`src/rtl/mem_arb_pkg.sv`:
```
// -----------------------------------------------------------------------------
// mem_arb_pkg
// Shared definitions for the block-RAM arbiter slice.
//   state_t  : arbiter FSM state (IDLE -> ACCESS -> RESP -> IDLE)
//   MAX_REQ  : largest number of requesters the arbiter is built for
//   idx_w()  : width of a requester index for a given requester count
// -----------------------------------------------------------------------------
package mem_arb_pkg;

  localparam int MAX_REQ = 8;

  typedef enum logic [1:0] {
    IDLE   = 2'd0,
    ACCESS = 2'd1,
    RESP   = 2'd2
  } state_t;

  // Index width for n requesters; never less than one bit so that a
  // two-requester build still gets a real index signal.
  function automatic int idx_w(input int n);
    return (n <= 2) ? 1 : $clog2(n);
  endfunction

endpackage

```
`src/rtl/mem_arbiter_rr_arbiter.sv`:
```
// -----------------------------------------------------------------------------
// rr_arbiter
// Combinational round-robin picker. Searches the request vector upward from
// last_i+1, wrapping modulo NUM_REQ, and reports the first set bit.
//   req_i  : request vector, one bit per requester
//   last_i : index of the requester granted most recently
//   gnt_o  : one-hot grant (all zero when nothing requests)
//   idx_o  : index of the granted requester (0 when nothing requests)
//   any_o  : at least one request bit is set
// -----------------------------------------------------------------------------
module rr_arbiter
  import mem_arb_pkg::*;
#(
  parameter  int NUM_REQ = 2,
  localparam int IDX_W   = idx_w(NUM_REQ)
) (
  input  logic [NUM_REQ-1:0] req_i,
  input  logic [IDX_W-1:0]   last_i,
  output logic [NUM_REQ-1:0] gnt_o,
  output logic [IDX_W-1:0]   idx_o,
  output logic               any_o
);

  int               pos;
  logic [IDX_W-1:0] cand;

  // Offsets 1..NUM_REQ visit every requester exactly once, ending on the
  // previous winner itself, so a lone requester always wins regardless of
  // where the pointer stands.
  always_comb begin
    // NOTE: every variable written here gets a default first, so no path
    // through the block can leave one unassigned and infer a latch.
    gnt_o = '0;
    idx_o = '0;
    any_o = 1'b0;
    pos   = 0;
    cand  = '0;
    for (int i = 1; i <= NUM_REQ; i++) begin
      pos = int'(last_i) + i;
      if (pos >= NUM_REQ) begin
        pos = pos - NUM_REQ;
      end
      cand = IDX_W'(pos);
      if (!any_o && req_i[cand]) begin
        any_o       = 1'b1;
        idx_o       = cand;
        gnt_o[cand] = 1'b1;
      end
    end
  end

endmodule

```
`src/rtl/mem_arbiter.sv`:
```
// -----------------------------------------------------------------------------
// mem_arbiter
// Shares one single-port, byte-writable block RAM between NUM_REQ requesters.
// One request is accepted at a time (valid/ready), driven to the RAM for one
// cycle, and answered with a one-cycle response pulse to its owner.
//
// Parameters
//   NUM_REQ : requesters, 2..8
//   ADDR_W  : word address width
//   DATA_W  : data width, multiple of 8 (BE_W = DATA_W/8 byte enables)
//
// Ports
//   clk_i        : clock, rising edge
//   rst_i        : synchronous active-high reset
//   req_valid_i  : per-requester request valid
//   req_ready_o  : one-hot accept for the arbitration winner (IDLE only)
//   req_addr_i   : flat addresses, requester k at [k*ADDR_W +: ADDR_W]
//   req_wdata_i  : flat write data, requester k at [k*DATA_W +: DATA_W]
//   req_we_i     : flat byte enables, requester k at [k*BE_W +: BE_W];
//                  all zero selects a read
//   rsp_valid_o  : one-hot, one-cycle response pulse (reads and writes)
//   rsp_rdata_o  : read data, zero for write acknowledges and outside RESP
//   mem_en_o     : RAM enable, high only in ACCESS
//   mem_we_o     : RAM byte enables, nonzero only in ACCESS
//   mem_addr_o   : RAM address, holds the latched request address
//   mem_wdata_o  : RAM write data, holds the latched request data
//   mem_rdata_i  : RAM read data, valid one cycle after the enabled edge
//
// Timing: accept at T (IDLE), RAM access at T+1, response at T+2, next
// accept at T+3 at the earliest.
// -----------------------------------------------------------------------------
module mem_arbiter
  import mem_arb_pkg::*;
#(
  parameter  int NUM_REQ = 2,
  parameter  int ADDR_W  = 10,
  parameter  int DATA_W  = 32,
  localparam int BE_W    = DATA_W / 8,
  localparam int IDX_W   = idx_w(NUM_REQ)
) (
  input  logic                      clk_i,
  input  logic                      rst_i,
  input  logic [NUM_REQ-1:0]        req_valid_i,
  output logic [NUM_REQ-1:0]        req_ready_o,
  input  logic [NUM_REQ*ADDR_W-1:0] req_addr_i,
  input  logic [NUM_REQ*DATA_W-1:0] req_wdata_i,
  input  logic [NUM_REQ*BE_W-1:0]   req_we_i,
  output logic [NUM_REQ-1:0]        rsp_valid_o,
  output logic [DATA_W-1:0]         rsp_rdata_o,
  output logic                      mem_en_o,
  output logic [BE_W-1:0]           mem_we_o,
  output logic [ADDR_W-1:0]         mem_addr_o,
  output logic [DATA_W-1:0]         mem_wdata_o,
  input  logic [DATA_W-1:0]         mem_rdata_i
);

  // ---------------------------------------------------------------------------
  // Per-requester views of the flat request buses
  // ---------------------------------------------------------------------------
  logic [ADDR_W-1:0] addr_arr  [NUM_REQ];
  logic [DATA_W-1:0] wdata_arr [NUM_REQ];
  logic [BE_W-1:0]   we_arr    [NUM_REQ];

  for (genvar k = 0; k < NUM_REQ; k++) begin : g_unpack
    assign addr_arr[k]  = req_addr_i[k*ADDR_W +: ADDR_W];
    assign wdata_arr[k] = req_wdata_i[k*DATA_W +: DATA_W];
    assign we_arr[k]    = req_we_i[k*BE_W +: BE_W];
  end

  // ---------------------------------------------------------------------------
  // State and latched request
  // ---------------------------------------------------------------------------
  state_t            state;
  state_t            state_nxt;
  logic [IDX_W-1:0]  last_grant;
  logic [IDX_W-1:0]  lat_idx;
  logic [ADDR_W-1:0] lat_addr;
  logic [DATA_W-1:0] lat_wdata;
  logic [BE_W-1:0]   lat_we;
  logic              accept;

  // ---------------------------------------------------------------------------
  // Round-robin pick over the live valid vector
  // ---------------------------------------------------------------------------
  logic [NUM_REQ-1:0] win_gnt;
  logic [IDX_W-1:0]   win_idx;
  logic               any_valid;

  rr_arbiter #(
    .NUM_REQ (NUM_REQ)
  ) u_rr (
    .req_i  (req_valid_i),
    .last_i (last_grant),
    .gnt_o  (win_gnt),
    .idx_o  (win_idx),
    .any_o  (any_valid)
  );

  // ---------------------------------------------------------------------------
  // State register and request latches
  // ---------------------------------------------------------------------------
  always_ff @(posedge clk_i) begin
    // NOTE: registers take non-blocking assignments so every flop samples
    // the values from before this edge, independent of statement order.
    if (rst_i) begin
      state      <= IDLE;
      last_grant <= IDX_W'(NUM_REQ - 1);
      lat_idx    <= '0;
      lat_addr   <= '0;
      lat_wdata  <= '0;
      lat_we     <= '0;
    end else begin
      state <= state_nxt;
      if (accept) begin
        lat_idx   <= win_idx;
        lat_addr  <= addr_arr[win_idx];
        lat_wdata <= wdata_arr[win_idx];
        lat_we    <= we_arr[win_idx];
      end
      // The pointer moves only once the response is delivered, so a
      // transaction abandoned by reset leaves no trace in the rotation.
      if (state == RESP) begin
        last_grant <= lat_idx;
      end
    end
  end

  // ---------------------------------------------------------------------------
  // Next state and outputs
  // ---------------------------------------------------------------------------
  always_comb begin
    state_nxt   = IDLE;
    accept      = 1'b0;
    req_ready_o = '0;
    mem_en_o    = 1'b0;
    mem_we_o    = '0;
    rsp_valid_o = '0;
    rsp_rdata_o = '0;

    case (state)
      IDLE: begin
        // The winner is picked from the valid vector, so a raised ready
        // always meets a raised valid: any_valid is the handshake itself.
        // Ready is held low while reset is asserted, since the edge will
        // not take the request.
        if (!rst_i) begin
          req_ready_o = win_gnt;
        end
        if (any_valid) begin
          state_nxt = ACCESS;
          accept    = 1'b1;
        end
      end

      ACCESS: begin
        mem_en_o  = 1'b1;
        mem_we_o  = lat_we;
        state_nxt = RESP;
      end

      RESP: begin
        rsp_valid_o = NUM_REQ'(1) << lat_idx;
        if (lat_we == '0) begin
          rsp_rdata_o = mem_rdata_i;
        end
        state_nxt = IDLE;
      end

      default: begin
        state_nxt = IDLE;
      end
    endcase
  end

  // Address and write data stay on the latched values in every state so the
  // RAM pins only change when a new request is accepted.
  assign mem_addr_o  = lat_addr;
  assign mem_wdata_o = lat_wdata;

endmodule

```
`config.mk`:
```
export PLATFORM = sky130hd
export DESIGN_NAME = mem_arbiter
export DESIGN_NICKNAME = d
export VERILOG_FILES = /design/src/rtl/mem_arb_pkg.sv /design/src/rtl/mem_arbiter_rr_arbiter.sv /design/src/rtl/mem_arbiter.sv
export SDC_FILE = /design/constraint.sdc
export NUM_CORES = 1
export LEC_CHECK = 0
export ABC_CLOCK_PERIOD_IN_PS = 3000
export CAP_MARGIN = 20
export CORE_ASPECT_RATIO = 0.9
export CORE_MARGIN = 1.5
export CORE_UTILIZATION = 38
export CTS_BUF_LIST = sky130_fd_sc_hd__clkbuf_8
export DETAILED_ROUTE_END_ITERATION = 16
export PLACE_DENSITY = 0.92
export SYNTH_ARGS = -nofsm -noshare
export SYNTH_HDL_FRONTEND = slang
export SYNTH_SLANG_ARGS = --single-unit
```
`constraint.sdc`:
```
create_clock -name clk_i -period 3 [get_ports clk_i]
set_input_delay 0.6 -clock clk_i [delete_from_list [all_inputs] [get_ports clk_i]]
set_output_delay 0.6 -clock clk_i [all_outputs]
set_load 0.03 [all_outputs]
```
=== Word-level counts from Yosys, hierarchy flattened ===
Cells that the tools add are included.
Widths: inputs -> output; s select.

* Bits in registers: 50
* Word-level logic and storage cells: 64

* Add/sub/neg operators: 4
* Reduce and logical (&&, ||, !) cells: 6
* Bitwise logic cells: 2
* Magnitude comparators: 7
* Equality and inequality tests: 2
* Shift-type cells: 1
* Muxes and demuxes: 36

{| class="wikitable"
|+ Operators with widths
! kind !! count
|-
| $mux 32 || 5
|-
| $mux 10 || 3
|-
| $mux 1 || 16
|-
| $mux 4 || 4
|-
| $mux 2 || 5
|-
| $ge 2x2->1 const B || 2
|-
| $logic_not 4->1 || 1
|-
| $lt 1x2->1 const B || 2
|-
| $pmux 2 s2 || 1
|-
| $add 1x2->3 const B || 1
|-
| $ge 3x2->1 const B || 1
|-
| $logic_and 1x1->1 || 3
|-
| $add 1x1->2 const B || 1
|-
| $demux 1 s1 || 2
|-
| $eq 2x1->1 const B || 1
|-
| $eq 2x2->1 const B || 1
|-
| $ge 1x1->1 const B || 2
|-
| $logic_not 2->1 || 1
|-
| $not 1->2 || 1
|-
| $or 2x2->2 || 1
|-
| $shl 1x1->2 const A || 1
|-
| $sub 1x1->1 const B || 2
|-
| $logic_not 1->1 || 1
|}

=== Longest topological paths before layout ===
Gate-level depths: netlist of the first run.

* Depth in word-level cells: 13
* Gate-level depth with buffers: 6

=== Modules after synthesis ===
From an unflattened synthesis of the first run, not the netlist that was laid out.

* Cells, all modules: 306
* Area total of the unflattened synthesis: 2859.0 um^2

{| class="wikitable"
|+ By module, submodules not included
! module !! area an instance (um^2) !! cells an instance !! instances
|-
| mem_arbiter || 2826.5 || 301 || 1
|-
| rr_arbiter || 32.5 || 5 || 1
|}

=== Least setup slack after synthesis of the first run ===
OpenSTA, ideal clock, no wires.

* Path type: input to output
* Start: in req_valid_i[1]
* End: out req_ready_o[1]
* Data required time: 2400 ps
* Arrival time: 1457 ps
* Slack: 943 ps
* Stages: 4
* Cell sequence: a21boi_1 buf_4 buf_2 and2_1

* Word-level cells in the longest chain between the ends: 8

{| class="wikitable"
|+ Ends and longest elaborated chain
! item !! RTL line !! source
|-
| start, declared || mem_arbiter.sv:43 || <nowiki>input logic [NUM_REQ-1:0] req_valid_i,</nowiki>
|-
| $mux 1 (not written as such) (2 in a row) || mem_arbiter_rr_arbiter.sv:44 || <nowiki>if (!any_o && req_i[cand]) begin</nowiki>
|-
| $mux 1 || mem_arbiter_rr_arbiter.sv:44 ||
|-
| $logic_not 1->1 || mem_arbiter_rr_arbiter.sv:44 ||
|-
| $logic_and 1x1->1 || mem_arbiter_rr_arbiter.sv:44 ||
|-
| $mux 2 * || mem_arbiter_rr_arbiter.sv:44 ||
|-
| $mux 2 * || mem_arbiter.sv:146 || <nowiki>if (!rst_i) begin</nowiki>
|-
| $mux 2 * || mem_arbiter.sv:140 || <nowiki>case (state)</nowiki>
|-
| end, declared || mem_arbiter.sv:44 || <nowiki>output logic [NUM_REQ-1:0] req_ready_o,</nowiki>
|}

Mark *: on every way between the ends. The rest lies on a longest branch, timed or not. The select of a mux whose other input is x is not followed.

=== Worst setup path after layout of the first run ===
* Start: reg lat_we[1]
* End: out rsp_rdata_o[30]

* Word-level cells in the longest chain between the ends: 3

{| class="wikitable"
|+ Ends and longest elaborated chain
! item !! RTL line !! source
|-
| start, declared || mem_arbiter.sv:79 || <nowiki>logic [BE_W-1:0] lat_we;</nowiki>
|-
| start signal, assigned || mem_arbiter.sv:118 || <nowiki>lat_we <= we_arr[win_idx];</nowiki>
|-
| $logic_not 4->1 || mem_arbiter.sv:163 || <nowiki>if (lat_we == '0) begin</nowiki>
|-
| $mux 32 || mem_arbiter.sv:163 ||
|-
| $mux 32 || mem_arbiter.sv:140 ||
|-
| end, declared || mem_arbiter.sv:49 || <nowiki>output logic [DATA_W-1:0] rsp_rdata_o,</nowiki>
|}

No other way between the ends.

==> impl_metrics.py, run 1 <==
metrics = {
    "status": {
        "status": "completed",
    },
    "power_and_ir_drop": {
        "p_total_mw": 2.17,
        "p_seq_share_pct": 37.5,
        "p_leak_nw": 2.26,
        "ir_drop_v": 0.000273,
        "p_switching_mw": 0.736,
        "power.internal_mw": 1.43,
        "p_comb_share_pct": 41.1,
        "clkPwrFrac_pct": 21.5,
        "switching_share_pct": 33.9,
        "powerDensity_mw_per_mm2": 418,
    },
    "place": {
        "port_buffers": 210,
        "placed_area_mm2": 0.00501,
        "dpl.hpwl_mm": 8.15,
        "gp_congestion": 0.720,
    },
    "setup_path": {
        "cp-end-kind": "output port",
        "required_ns": 2.40,
        "critPathLaunchType": "flop",
        "cp_max_fo": 16,
        "r2r_setup_slack_ns": 1.42,
        "reg2regPathDepth": 4,
        "arrival_ns": 2.35,
        "path_class": "reg -> out",
        "worstReg2RegEnd": "mem_addr_o[3]$_SDFFE_PP0P_",
        "timing.rr.start": "last_grant$_SDFFE_PP1P_",
    },
    "route": {
        "routed_wl_mm": 11.1,
        "vias": 3167,
        "antenna_left": 0,
        "wl_per_cell_um": 18.1,
        "drt_iter0_drc": 90,
        "first_pass_iters": 4,
        "drc": 0,
        "vias_per_cell": 5.18,
    },
    "global_routing": {
        "grt_pass1_vias": 3285,
        "grtUsageMet1_pct": 25.8,
        "grt-busiest-layer": "met2",
        "grtUsageMet3_pct": 8.95,
        "grt.total_usage_pct": 26.1,
        "grt.overflow.total": 0,
        "grt_max_degree": 50,
        "antenna_found_initial": 0,
        "grt_pass1_wl_mm": 16.5,
        "grt_use_met2_pct": 47.3,
    },
    "finish": {
        "final_area_mm2": 0.00518,
        "final_util_pct": 71.8,
        "num-nets-final": 645,
        "regArea_mm2": 0.00100,
        "drive_gt1_share_pct": 12.0,
        "final.fill_count": 563,
        "diodes": 0,
        "area_growth_pct": 79.0,
        "multiInputGateArea_mm2": 0.00173,
    },
    "timing": {
        "max_freq_ghz": 0.339,
        "finalCritPeriodShare_pct": 98.4,
        "whs_ns": 0.483,
        "slew_headroom_pct": 64.9,
        "finalSetupViolations": 0,
        "tightest_slew_ns": 0.526,
        "finalMaxSlewViolations": 0,
        "fin_crit_ns": 2.95,
        "hold_viol": 0,
        "finClkSkew_ns": 0.00814,
    },
    "logic_synthesis": {
        "synth_common_cells": "nand2_1, dfxtp_1, nand2b_1, a32oi_2, and2_1",
        "avgSynthCellArea_um2": 9.02,
        "synth_area_leaders": "dfxtp_1, a32oi_2, nand2_1, nand2b_1, and2_1",
        "ys_ff_latch": 50,
        "synth.most_common_cell": "nand2_1",
        "syn-num-nets": 449,
        "yosysTopAreaCellShare_pct": 34.6,
        "ys.flop_type": "dfxtp_1",
        "yosys_warnings": 0,
        "syn_area_mm2": 0.00290,
        "synth-edff-count": 0,
        "synthDistinctLibCells": 28,
        "seq_area_frac_synth_pct": 34.6,
        "async_reset_ff_share_pct": 0,
        "synth_cells": 321,
        "yosysTopAreaCell": "dfxtp_1",
    },
    "floorplan": {
        "design.core.area_mm2": 0.00722,
        "die_width_um": 95.0,
        "die-area_mm2": 0.00815,
        "die_h_um": 85.8,
        "row_count": 29,
        "pin_count": 211,
        "initial_utilization_pct": 40.1,
    },
    "cts": {
        "htree_levels": 2,
        "holdBufCountCts": 0,
        "clockBufferDepth": 2,
        "path_clk_slew_ns": 0.09,
        "cts_buffers": 5,
        "cts_num_sinks": 50,
        "cts_root_buf": "clkbuf_8",
        "clk_latency_ns": 0.30,
        "tritoncts": "yes",
    },
    "min_path": {
        "worstHoldPathCells": 2,
        "hold_start": "mem_wdata_o[2]$_SDFFE_PP0P_",
        "hold_class": "reg -> reg",
        "holdPathEnd": "mem_wdata_o[2]$_SDFFE_PP0P_",
    },
    "flow_run": {
        "maxCapViolCount": 0,
    },
}
## cells in the final DEF (no fill, tap or decap), types with 5 or more instances in the layout
cell type | netlist | layout
a32oi_1 | 5 | 5
a32oi_2 | 40 | 40
and2_1 | 37 | 37
buf_4 | 1 | 6
clkbuf_8 | 0 | 5
clkdlybuf4s50_1 | 0 | 186
dfxtp_1 | 50 | 50
dlymetal6s2s_1 | 0 | 22
nand2_1 | 92 | 92
nand2b_1 | 47 | 47
## flip-flops by register name (all words and copies together) (netlist names)
| name | cells |
|---|---|
| mem_addr_o | 10 |
| lat_we | 4 |
| state | 2 |
| mem_wdata_o | 32 |
| lat_idx | 1 |
| last_grant | 1 |
## what timing repair did
action,in CTS,in global routing
buffers inserted,0,0
cloned,1,0
gates resized for setup,1,22
setup endpoints to repair,32,22
## metrics by stage
stage          TNS, ns  worst slack [ns]  cells
3_3_place_gp         0             0.334    602
4_1_cts              0            0.0208    611
6_report             0            0.0484    611
5_1_grt        -0.0182           -0.0130    611
3_5_place_dp         0             0.230    602
2_1_floorplan        0             0.943    321
## worst max-delay path, stage by stage (launching register included)
cell and delay (ns):
dfxtp_1 0.33, or4_4 0.58, nor2_4 0.30, and2_1 0.18
clkdlybuf4s50_1 0.67
## power groups by stage
| stage | sequential (mW) | combinational [mW] | clock, mW |
|---|---|---|---|
| after floorplan | 0.977 | 0.319 | 0 |
| after global placement | 0.817 | 0.873 | 0 |
| after detailed placement | 0.826 | 0.888 | 0 |
| after CTS | 0.813 | 0.896 | 0.479 |
| after global routing | 0.822 | 0.936 | 0.498 |
| final | 0.813 | 0.890 | 0.466 |
## metal layers
metal / vias up / wire [µm]
met1: 1482 / 3990
li1: 1483 / -
met2: 164 / 5630
met5: - / 0
met3: 38 / 1010
met4: 0 / 424
## logic make-up (layout without fill, tap and decap cells)
group           count (synthesis)  count (layout)  share of synthesized area (%)
buf+inv                        30             226                           6.44
flops                          50              50                           34.6
simple gates                  189             190                           33.0
compound gates                 52              52                           26.0
## worst max path at each step
| stage | startpoint | end |
|---|---|---|
| 6_report | lat_we[1]$_SDFFE_PP0P_ | rsp_rdata_o[30] |
| 5_1_grt | lat_we[2]$_SDFFE_PP0P_ | rsp_rdata_o[30] |
| 4_1_cts | lat_we[1]$_SDFFE_PP0P_ | rsp_rdata_o[14] |
| 3_5_place_dp | lat_we[1]$_SDFFE_PP0P_ | rsp_rdata_o[14] |
| 3_3_place_gp | lat_we[2]$_SDFFE_PP0P_ | rsp_rdata_o[2] |
| 2_1_floorplan | req_valid_i[1] | req_ready_o[1] |
## cell type report
cell class | count | share of cell area, %
tap | 93 | 2.24
multi-input combinational | 242 | 33.4
inverter | 2 | 0.145
clock buffer | 5 | 1.33
timing repair buffer | 216 | 42.9
clock inverter | 3 | 0.724
sequential | 50 | 19.3
(Power assumes the default switching activity.)
==> run 2, diff against run 1 <==
--- a/config.mk
+++ b/config.mk
@@ -12,7 +12,7 @@
 export CORE_UTILIZATION = 38
 export CTS_BUF_LIST = sky130_fd_sc_hd__clkbuf_8
 export DETAILED_ROUTE_END_ITERATION = 16
-export PLACE_DENSITY = 0.92
+export PLACE_DENSITY_LB_ADDON = 0.1
 export SYNTH_ARGS = -nofsm -noshare
 export SYNTH_HDL_FRONTEND = slang
 export SYNTH_SLANG_ARGS = --single-unit
==> run 2 against run 1 <==
Design area hardly changed. Critical path type unchanged. Sequential power shrank 1%. First-iteration DRC count up 64%.
==> impl_metrics.py, run 2 (synthesis gave the netlist of run 1 again) <==
metrics = {
    "setup_path": {
        "arrival_ns": 2.31,
        "r2r_setup_slack_ns": 1.43,
        "path_class": "reg -> out",
        "required_ns": 2.40,
        "critPathLaunchType": "flop",
        "reg2regPathDepth": 4,
        "cp-end-kind": "output port",
        "cp_max_fo": 16,
    },
    "route": {
        "first_pass_iters": 4,
        "vias_per_cell": 4.97,
        "routed_wl_mm": 9.78,
        "antenna_left": 0,
        "vias": 3041,
        "drt_iter0_drc": 148,
        "wl_per_cell_um": 16.0,
        "drc": 0,
    },
    "power_and_ir_drop": {
        "powerDensity_mw_per_mm2": 401,
        "ir_drop_v": 0.000279,
        "p_leak_nw": 2.40,
    },
    "cts": {
        "cts_root_buf": "clkbuf_8",
        "holdBufCountCts": 0,
        "cts_buffers": 5,
        "htree_levels": 2,
        "tritoncts": "yes",
        "clk_latency_ns": 0.30,
        "path_clk_slew_ns": 0.10,
        "post-cts-setup-buffer-count": 0,
        "clockBufferDepth": 2,
        "cts_num_sinks": 50,
    },
    "timing": {
        "hold_viol": 0,
        "tightest_slew_ns": 0.531,
        "finClkSkew_ns": 0.0112,
        "tns_ns": 0,
        "rsz0062_at_grt": "false",
        "slew_headroom_pct": 64.6,
        "fin_crit_ns": 2.91,
        "finalMaxSlewViolations": 0,
        "finalSetupViolations": 0,
        "finalCritPeriodShare_pct": 96.9,
        "whs_ns": 0.473,
        "max_freq_ghz": 0.344,
    },
    "floorplan": {
        "design.core.area_mm2": 0.00722,
        "row_count": 29,
        "pin_count": 211,
        "initial_utilization_pct": 40.1,
        "die_h_um": 85.8,
        "die-area_mm2": 0.00815,
        "die_width_um": 95.0,
    },
    "place": {
        "gp_congestion": 0.751,
        "dpl.hpwl_mm": 7.06,
        "port_buffers": 210,
    },
    "flow_run": {
        "maxCapViolCount": 0,
    },
    "global_routing": {
        "grt_pass1_wl_mm": 14.9,
        "grt_max_degree": 50,
        "grt_pass1_vias": 2968,
        "antenna_found_initial": 0,
        "grt.total_usage_pct": 23.5,
        "grt.overflow.total": 0,
    },
    "finish": {
        "final.fill_count": 566,
        "diodes": 0,
        "final_common_cell": "clkdlybuf4s50_1",
        "area_growth_pct": 79.1,
        "num-nets-final": 646,
        "largest_register_ffs": 32,
        "mostFrequentLayoutCells": "clkdlybuf4s50_1, nand2_1, dfxtp_1",
        "drive_gt1_share_pct": 12.3,
    },
    "min_path": {
        "hold_class": "reg -> reg",
        "worstHoldPathCells": 2,
    },
    "status": {
        "status": "completed",
    },
}
==> run 2: through the flow <==
step | worst slack, ns | std cells | utilization, % | area, µm² | power (mW)
after floorplan | 0.943 | 321 | - | 2900 | 1.30
after global placement | 0.294 | 603 | 69.5 | 5020 | 1.69
after detailed placement | 0.252 | 603 | 69.5 | 5020 | 1.70
after CTS | 0.0000648 | 612 | 70.8 | 5110 | 2.10
after global routing | 0.00245 | 612 | 71.8 | 5190 | 2.18
final | 0.0941 | 612 | 71.8 | 5190 | 2.08
==> run 2: layer usage <==
layer	GRT usage, %	vias up	routed length (µm)	share of wire (%)
met4	8.28	0	254	2.6
li1	-	1483	-	-
met1	26.6	1397	3700	38
met2	41.2	140	4850	50
met5	0	-	0	0
met3	7.27	21	978	10
==> run 2: critical path: stages, from the launching register on <==
cell             delay [ns]
dfxtp_1                0.33
or4_4                  0.59
nor2_4                 0.27
and2_1                 0.16
clkdlybuf4s50_1        0.66
==> run 2: layout make-up <==
class	count	area (µm²)	share of cell area (%)
Inverter	2	7.51	0.145
Clock inverter	3	17.5	0.338
Sequential cell	50	1000	19.3
Tap cell	93	116	2.24
Multi-Input combinational cell	242	1730	33.4
Clock buffer	5	68.8	1.33
Timing Repair Buffer	217	2240	43.3
==> run 2: what timing repair did <==
action / CTS / global route
setup endpoints to repair: 32 / 29
gates cloned: 1 / 0
pin swaps: 1 / 1
gates resized for setup: 3 / 29
==> run 2: path summary, 6_finish.rpt <==
kind                                                   from                     endpoint
worst min-delay path            mem_wdata_o[2]$_SDFFE_PP0P_  mem_wdata_o[2]$_SDFFE_PP0P_
worst max register to register          state[1]$_SDFF_PP0_  mem_wdata_o[7]$_SDFFE_PP0P_
worst min register to register  mem_wdata_o[2]$_SDFFE_PP0P_  mem_wdata_o[2]$_SDFFE_PP0P_
worst max-delay path                 lat_we[1]$_SDFFE_PP0P_              rsp_rdata_o[22]
==> run 2: power by group <==
part | internal [mW] | switching (mW)
clock | 0.162 | 0.231
sequential | 0.756 | 0.0490
combinational | 0.434 | 0.447
total | 1.35 | 0.727
==> run 3, diff against run 2 <==
--- a/config.mk
+++ b/config.mk
@@ -12,7 +12,7 @@
 export CORE_UTILIZATION = 38
 export CTS_BUF_LIST = sky130_fd_sc_hd__clkbuf_8
 export DETAILED_ROUTE_END_ITERATION = 16
-export PLACE_DENSITY_LB_ADDON = 0.1
+export PLACE_DENSITY = 0.95
 export SYNTH_ARGS = -nofsm -noshare
 export SYNTH_HDL_FRONTEND = slang
 export SYNTH_SLANG_ARGS = --single-unit
==> run 3 against run 2 <==
Total power up 3.7%. Cell count down 0.16%. Combinational power up 0.9%. Utilization down 0.64 points. Largest power group unchanged. Sequential power up 0.7%. Non-clock buffer count down 3. Die area unchanged. Largest cell class unchanged. Register-to-register slack worse by 0.13 ns.
==> impl_metrics.py, run 3 (synthesis gave the netlist of run 1 again) <==
metrics = {
    "status": {
        "status": "completed",
    },
    "finish": {
        "num-nets-final": 645,
        "largest_register_ffs": 32,
        "final_common_cell": "clkdlybuf4s50_1",
        "final_area_mm2": 0.00514,
        "area_growth_pct": 77.5,
        "mostFrequentLayoutCells": "clkdlybuf4s50_1, nand2_1, dfxtp_1",
        "diodes": 0,
        "drive_gt1_share_pct": 12.4,
        "final.fill_count": 533,
    },
    "timing": {
        "rsz0062_at_grt": "true",
        "slew_headroom_pct": 48.8,
        "max_freq_ghz": 0.345,
        "fin_ws_ns": 0.102,
        "finalCritPeriodShare_pct": 96.6,
        "tns_ns": 0,
        "whs_ns": 0.480,
        "fin_crit_ns": 2.90,
        "hold_viol": 0,
        "finalMaxSlewViolations": 0,
        "finalSetupViolations": 0,
        "tightest_slew_ns": 0.767,
        "finClkSkew_ns": 0.00655,
    },
    "place": {
        "dpl.hpwl_mm": 7.47,
        "port_buffers": 210,
        "dp_slack_ns": 0.264,
        "gp_congestion": 0.812,
        "placed_area_mm2": 0.00500,
    },
    "cts": {
        "path_clk_slew_ns": 0.09,
        "post-cts-setup-buffer-count": 0,
        "clockBufferDepth": 2,
        "clk_latency_ns": 0.29,
        "cts_num_sinks": 50,
        "htree_levels": 2,
        "cts_buffers": 5,
        "tritoncts": "yes",
        "cts_root_buf": "clkbuf_8",
    },
    "floorplan": {
        "die_h_um": 85.8,
        "die_width_um": 95.0,
        "initial_utilization_pct": 40.1,
        "pin_count": 211,
        "die-area_mm2": 0.00815,
        "row_count": 29,
        "design.core.area_mm2": 0.00722,
    },
    "route": {
        "vias": 3127,
        "first_pass_iters": 5,
        "wl_per_cell_um": 17.1,
        "drt_iter0_drc": 87,
        "routed_wl_mm": 10.5,
        "drc": 0,
        "antenna_left": 0,
        "vias_per_cell": 5.12,
    },
    "global_routing": {
        "grt_pass1_vias": 3255,
        "grt.total_usage_pct": 24.5,
        "grt_max_degree": 50,
        "antenna_found_initial": 0,
        "grt.overflow.total": 0,
        "grt_pass1_wl_mm": 15.6,
    },
    "setup_path": {
        "arrival_ns": 2.30,
        "reg2regPathDepth": 3,
        "cp-end-kind": "output port",
        "r2r_setup_slack_ns": 1.30,
        "path_class": "reg -> out",
        "required_ns": 2.40,
        "endpoint": "rsp_rdata_o[2]",
        "worstReg2RegEnd": "mem_wdata_o[2]$_SDFFE_PP0P_",
        "cp_max_fo": 8,
        "timing.rr.start": "state[0]$_SDFF_PP0_",
        "critPathLaunchType": "flop",
        "crit_path_start": "lat_we[1]$_SDFFE_PP0P_",
    },
    "power_and_ir_drop": {
        "p_total_mw": 2.16,
        "ir_drop_v": 0.000226,
        "p_leak_nw": 1.85,
        "powerDensity_mw_per_mm2": 420,
    },
    "min_path": {
        "hold_start": "mem_wdata_o[1]$_SDFFE_PP0P_",
        "hold_class": "reg -> reg",
    },
    "flow_run": {
        "maxCapViolCount": 0,
    },
}
run 3: how the worst min path moves through the flow:
| stage | slack, ns | cells after the start | endpoint |
|---|---|---|---|
| after floorplan | 0.45 | 2 | lat_we[1]$_SDFFE_PP0P_ |
| after global placement | 0.45 | 2 | mem_wdata_o[2]$_SDFFE_PP0P_ |
| after detailed placement | 0.46 | 2 | mem_wdata_o[1]$_SDFFE_PP0P_ |
| after CTS | 0.48 | 2 | mem_wdata_o[1]$_SDFFE_PP0P_ |
| after global routing | 0.50 | 2 | mem_wdata_o[30]$_SDFFE_PP0P_ |
| final | 0.48 | 2 | mem_wdata_o[1]$_SDFFE_PP0P_ |
run 3: critical path, cell delays in order (launching register included):
cell,delay [ns]
dfxtp_1,0.33
or4_4,0.62
nor2_4,0.22
and2_1,0.17
clkdlybuf4s50_1,0.66
run 3: timing repair:
| action | CTS | global route |
|---|---|---|
| gates cloned | 1 | 2 |
| resized for setup | 1 | 2 |
| endpoints found under the hold margin | 0 | 0 |
| endpoints found under the setup margin | 32 | 21 |
| hold buffers | 0 | 0 |
run 3: layer usage:
metal / vias up / share of wire [%] / wire length, µm / global-route usage (%)
met1: 1493 / 38 / 3940 / 25.3
li1: 1486 / - / - / -
met4: 0 / 2.4 / 253 / 8.55
met5: - / 0 / 0 / 0
met2: 128 / 53 / 5520 / 46.7
met3: 20 / 7.1 / 742 / 6.65
run 3: cell type report:
| type | instances | area (µm²) | share of cell area, % |
|---|---|---|---|
| clock buffers | 8 | 110 | 2.14 |
| well taps | 93 | 116 | 2.26 |
| repair buffers | 214 | 2150 | 41.9 |
| inverters | 2 | 7.51 | 0.146 |
| multi-input cells | 244 | 1750 | 34.1 |
| flip-flops and latches | 50 | 1000 | 19.5 |
run 3: report_power, final:
group | switching, mW | total [mW] | leakage, nW | internal, mW
Combinational | 0.460 | 0.890 | 1.38 | 0.430
Sequential | 0.0540 | 0.811 | 0.416 | 0.757
Clock | 0.223 | 0.457 | 0.0575 | 0.233
run 3: through the flow:
step	utilization (%)	cells
2_1_floorplan	-	321
3_3_place_gp	69.2	600
3_5_place_dp	69.2	600
4_1_cts	70.9	609
5_1_grt	71.2	611
6_report	71.2	611
